File: config.mk
export PLATFORM = sky130hd
export DESIGN_NAME = debouncer
export DESIGN_NICKNAME = d
export VERILOG_FILES = /design/src/rtl/debouncer_pkg.sv /design/src/rtl/debouncer_channel.sv /design/src/rtl/debouncer.sv
export SDC_FILE = /design/constraint.sdc
export NUM_CORES = 1
export LEC_CHECK = 0
export ABC_AREA = 1
export CORE_MARGIN = 3
export CORE_UTILIZATION = 45
export DETAILED_ROUTE_END_ITERATION = 10
export HOLD_SLACK_MARGIN = 0.12
export PLACE_DENSITY_LB_ADDON = 0.15
export SLEW_MARGIN = 20
export SYNTH_ARGS = -nofsm -noshare
export SYNTH_HDL_FRONTEND = slang
export SYNTH_SLANG_ARGS = --single-unit
File: constraint.sdc
create_clock -name clk_in -period 1 [get_ports clk_in]
set_input_delay 0.1 -clock clk_in [delete_from_list [all_inputs] [get_ports clk_in]]
set_output_delay 0.1 -clock clk_in [all_outputs]
set_load 0.02 [all_outputs]
File: src/rtl/debouncer_pkg.sv
// Shared helpers for the debouncer: counter sizing.
package debouncer_pkg;

  // Smallest width able to count 0..n-1, never less than one bit.
  function automatic int cnt_width(input int n);
    int w;
    w = 0;
    for (int i = 0; i < 17; i++) begin
      if ((1 << i) < n) w = i + 1;
    end
    return (w < 1) ? 1 : w;
  endfunction

endpackage

File: src/rtl/debouncer_channel.sv
// One debounce channel: two-flop synchroniser, stability counter and
// registered level / rise / fall outputs.
module debounce_channel
  import debouncer_pkg::*;
#(
  parameter int unsigned STABLE_TICKS = 4,
  parameter logic        INIT_LEVEL   = 1'b0
) (
  input  logic clk_in,
  input  logic reset_in,
  input  logic tick_in,
  input  logic raw_in,
  output logic level_out,
  output logic rise_out,
  output logic fall_out
);

  localparam int CNT_W = cnt_width(int'(STABLE_TICKS));
  localparam logic [CNT_W-1:0] CNT_MAX = CNT_W'(STABLE_TICKS - 1);

  logic             sync_p0;
  logic             sync_p1;
  logic [CNT_W-1:0] cnt;

  // Bring the asynchronous input into the clock domain; runs every cycle.
  always_ff @(posedge clk_in) begin
    if (reset_in) begin
      sync_p0 <= INIT_LEVEL;
      sync_p1 <= INIT_LEVEL;
    end else begin
      sync_p0 <= raw_in;
      sync_p1 <= sync_p0;
    end
  end

  // Count consecutive disagreeing tick samples; commit the new level on the last one.
  always_ff @(posedge clk_in) begin
    if (reset_in) begin
      cnt       <= '0;
      level_out <= INIT_LEVEL;
      rise_out  <= 1'b0;
      fall_out  <= 1'b0;
    end else begin
      rise_out <= 1'b0;
      fall_out <= 1'b0;
      if (tick_in) begin
        if (sync_p1 == level_out) begin
          // Any agreeing sample throws away accumulated progress.
          cnt <= '0;
        end else if (cnt == CNT_MAX) begin
          cnt       <= '0;
          level_out <= sync_p1;
          rise_out  <= sync_p1;
          fall_out  <= ~sync_p1;
        end else begin
          cnt <= cnt + CNT_W'(1);
        end
      end
    end
  end

endmodule

File: src/rtl/debouncer.sv
// Multi-channel debouncer: NUM_INPUTS independent channels sharing the
// sample strobe and reset.
module debouncer
  import debouncer_pkg::*;
#(
  parameter int unsigned NUM_INPUTS   = 4,
  parameter int unsigned STABLE_TICKS = 4,
  parameter logic        INIT_LEVEL   = 1'b0
) (
  input  logic                  clk_in,
  input  logic                  reset_in,
  input  logic                  tick_in,
  input  logic [NUM_INPUTS-1:0] raw_in,
  output logic [NUM_INPUTS-1:0] level_out,
  output logic [NUM_INPUTS-1:0] rise_out,
  output logic [NUM_INPUTS-1:0] fall_out
);

  for (genvar g = 0; g < int'(NUM_INPUTS); g++) begin : g_chan
    debounce_channel #(
      .STABLE_TICKS (STABLE_TICKS),
      .INIT_LEVEL   (INIT_LEVEL)
    ) u_chan (
      .clk_in    (clk_in),
      .reset_in  (reset_in),
      .tick_in   (tick_in),
      .raw_in    (raw_in[g]),
      .level_out (level_out[g]),
      .rise_out  (rise_out[g]),
      .fall_out  (fall_out[g])
    );
  end

endmodule
==> metrics.cfg, run 1 <==
[run_status]
status = completed

[logic_synthesis]
avgSynthCellArea_um2 = 8.008
synth_cell_types = 16
mappedNetlistArea_mm2 = 0.001241
ys_ff_latch = 28
synth_cells = 155
yosysWarnings = 0
yosysSeqAreaShare = 0.4516
mappedNetlistNets = 166

[sta]
layout_min_cycle_time_ns = 0.9437
setup_viol = 0
finClkSkew_ns = 0.001505
final_max_slew_viol_count = 0
hold_violations = 0
tns_ns = 0
holdWs_ns = 0.2737
fmax_mhz = 1060
tightest_slew_ns = 0.1561
slew_headroom = 0.8956
grt_setup_unrepaired = no
fin_crit_sh = 0.9437

[clock_tree]
htree_num_levels = 1
cts-root-buf = clkbuf_4
path_clk_slew_ns = 0.14
tritoncts = built
clkLatencyLatePin_ns = 0.31
cts_sinks = 28
cts_made_buffers = 3
clockBufferDepth = 2

[placed_design]
dp_hpwl_mm = 1.532
port_buffers = 18
place_congestion = 0.7143

[floorplan]
core-area_mm2 = 0.002545
fp.dieH_um = 58.52
rows = 18
io_pins = 19
die-area_mm2 = 0.003425
die_w_um = 58.52
initial_core_util = 0.4877

[setup_path]
crit_slowest_cell = dfxtp_1
cp.buffers_inverters = 1
cp.arrival_ns = 0.84
crit_fanout = 2
crit_type = flop to primary output
critPathLaunchType = flop
critPathTopFamily = flip-flops
worst_setup_path_end_kind = primary output
crit_required_ns = 0.90
max_stage_delay_ns = 0.36
cp_cell_sequence = buf_2

[power_and_ir_drop]
power.leakage_nw = 0.7192
power_density_mw_per_mm2 = 1245
vdd_drop_max_mv = 0.6931

[route]
avgRoutedWirePerCell_um = 10.17
drt_wl_total_mm = 2.023
num_vias = 925
ant_nets = 0
drtIter0Drc = 23
drc = 0
viasPerCell = 4.648
drtPass1Iterations = 4

[final_layout]
antenna_cells = 0
layout.nets = 182
layout-area-overhead-vs-synth_pct = 11.69
drive_above_1_share = 0.2308

[global_routing]
grt_pass1_wl_mm = 3.456
antenna_found_initial = 0
grt_pass1_vias = 848
track_usage = 0.1301
overflow = 0
grt_max_degree = 15

[flow_run]
maxCapViolations = 0

[min_path]
hold_path_class = primary input to flop

[worst register-to-register path, cell delays in order (launching register included)]
cell	delay (ns)
dfxtp_1	0.36
buf_4	0.12
inv_1	0.05
nand2_1	0.10
nand4_1	0.09
a21oi_1	0.14
[repair_timing]
item / 4_1_cts / 5_1_grt
pin swaps: 0 / 0
setup endpoints to repair: 12 / 8
buffers inserted: 0 / 1
hold buffers: 0 / 0
resized for setup: 48 / 10
[flip-flops by register name, summed over array words and instances (netlist names)]
| signal | count |
|---|---|
| g_chan.u_chan.fall_out | 4 |
| g_chan.u_chan.rise_out | 4 |
| g_chan.u_chan.sync_p1 | 4 |
| g_chan.u_chan.level_out | 4 |
| g_chan.u_chan.sync_p0 | 4 |
| g_chan.u_chan.cnt | 8 |
[synth_stat cells]
| cell type | n | area share |
|---|---|---|
| o21ai_1 | 4 | 0.016 |
| buf_12 | 1 | 0.016 |
| nand4_1 | 18 | 0.091 |
| buf_6 | 3 | 0.027 |
| nand2_1 | 24 | 0.073 |
| nor2_1 | 12 | 0.036 |
| ha_1 | 4 | 0.040 |
| dfxtp_1 | 28 | 0.45 |
| inv_1 | 36 | 0.11 |
| a21oi_1 | 7 | 0.028 |
| nand4_2 | 2 | 0.020 |
| inv_4 | 1 | 0.0050 |
| a21oi_2 | 1 | 0.0071 |
| buf_2 | 1 | 0.0040 |
| inv_2 | 1 | 0.0030 |
| buf_4 | 12 | 0.073 |
[worst paths after layout]
check	slack, ns	to	cells after the start	from
worst max-delay path	0.06	level_out[1]	1	g_chan[1].u_chan.level_out
worst max register to register	0.07	g_chan[1].u_chan.cnt[1]	5	g_chan[1].u_chan.level_out
worst min register to register	0.42	g_chan[0].u_chan.sync_p1	2	g_chan[0].u_chan.sync_p0
worst min-delay path	0.27	g_chan[3].u_chan.sync_p0	3	raw_in[3]
[metal layers]
metal	part of all wire	GRT usage
met5	0	0
met4	0.017	0.05960
met3	0.035	0.02193
met2	0.48	0.2233
met1	0.46	0.1578
[cells in the final DEF, fill, tap and decap left out, types with 3 or more instances in the layout]
cell,n
inv_1,36
nand2_1,23
dfxtp_1,23
nand4_1,18
nor2_1,12
buf_2,12
buf_4,9
a21oi_1,7
clkdlybuf4s50_1,6
dfxtp_2,5
o21ai_1,4
clkbuf_4,3
[through the flow]
stage	util	cell area, µm²	setup slack, ns	total power, W	std cells
floorplan	-	1241	0.1647	0.001254	155
global placement	0.5462	1390	-0.1526	0.001291	195
detailed placement	0.5462	1390	-0.1855	0.001294	195
CTS	0.5315	1353	0.03956	0.001748	198
global route	0.5447	1386	0.000009659	0.001791	199
finish	0.5447	1386	0.05626	0.001726	199
[cell families after synthesis]
group | synth area share
simple gates | 0.2198
buf+inv | 0.2369
flops | 0.4516
compound gates | 0.05141
fa+ha+maj | 0.04032
[area by class of cell]
cell class | count | area, µm²
multi-input cells | 72 | 406.6
repair buffers | 28 | 207.7
flip-flops and latches | 28 | 566.8
fillers | 246 | 1159
inverters | 38 | 145.1
clock buffers | 3 | 22.52
well taps | 30 | 37.54
[where the power goes]
| group | total (W) | internal (W) | leakage [nW] | switching (W) |
|---|---|---|---|---|
| Combinational | 0.000124 | 0.0000592 | 0.475 | 0.0000647 |
| Clock | 0.000452 | 0.000141 | 0.0138 | 0.000311 |
| Sequential | 0.00115 | 0.00114 | 0.230 | 0.0000118 |
No activity file was read; power rests on OpenSTA's default activity.
==> run 2: changes to the inputs <==
--- a/config.mk
+++ b/config.mk
@@ -8,6 +8,7 @@
 export ABC_AREA = 1
 export CORE_MARGIN = 3
 export CORE_UTILIZATION = 45
+export CTS_CLUSTER_DIAMETER = 150
 export DETAILED_ROUTE_END_ITERATION = 10
 export HOLD_SLACK_MARGIN = 0.12
 export PLACE_DENSITY_LB_ADDON = 0.15
@@ -15,3 +16,4 @@
 export SYNTH_ARGS = -nofsm -noshare
 export SYNTH_HDL_FRONTEND = slang
 export SYNTH_SLANG_ARGS = --single-unit
+export TNS_END_PERCENT = 50
==> results of run 2 <==
Same layout as run 1: the final DEF is identical, and so are final timing and power.
Main changes from that run: number of gates resized after CTS 48 -> 47
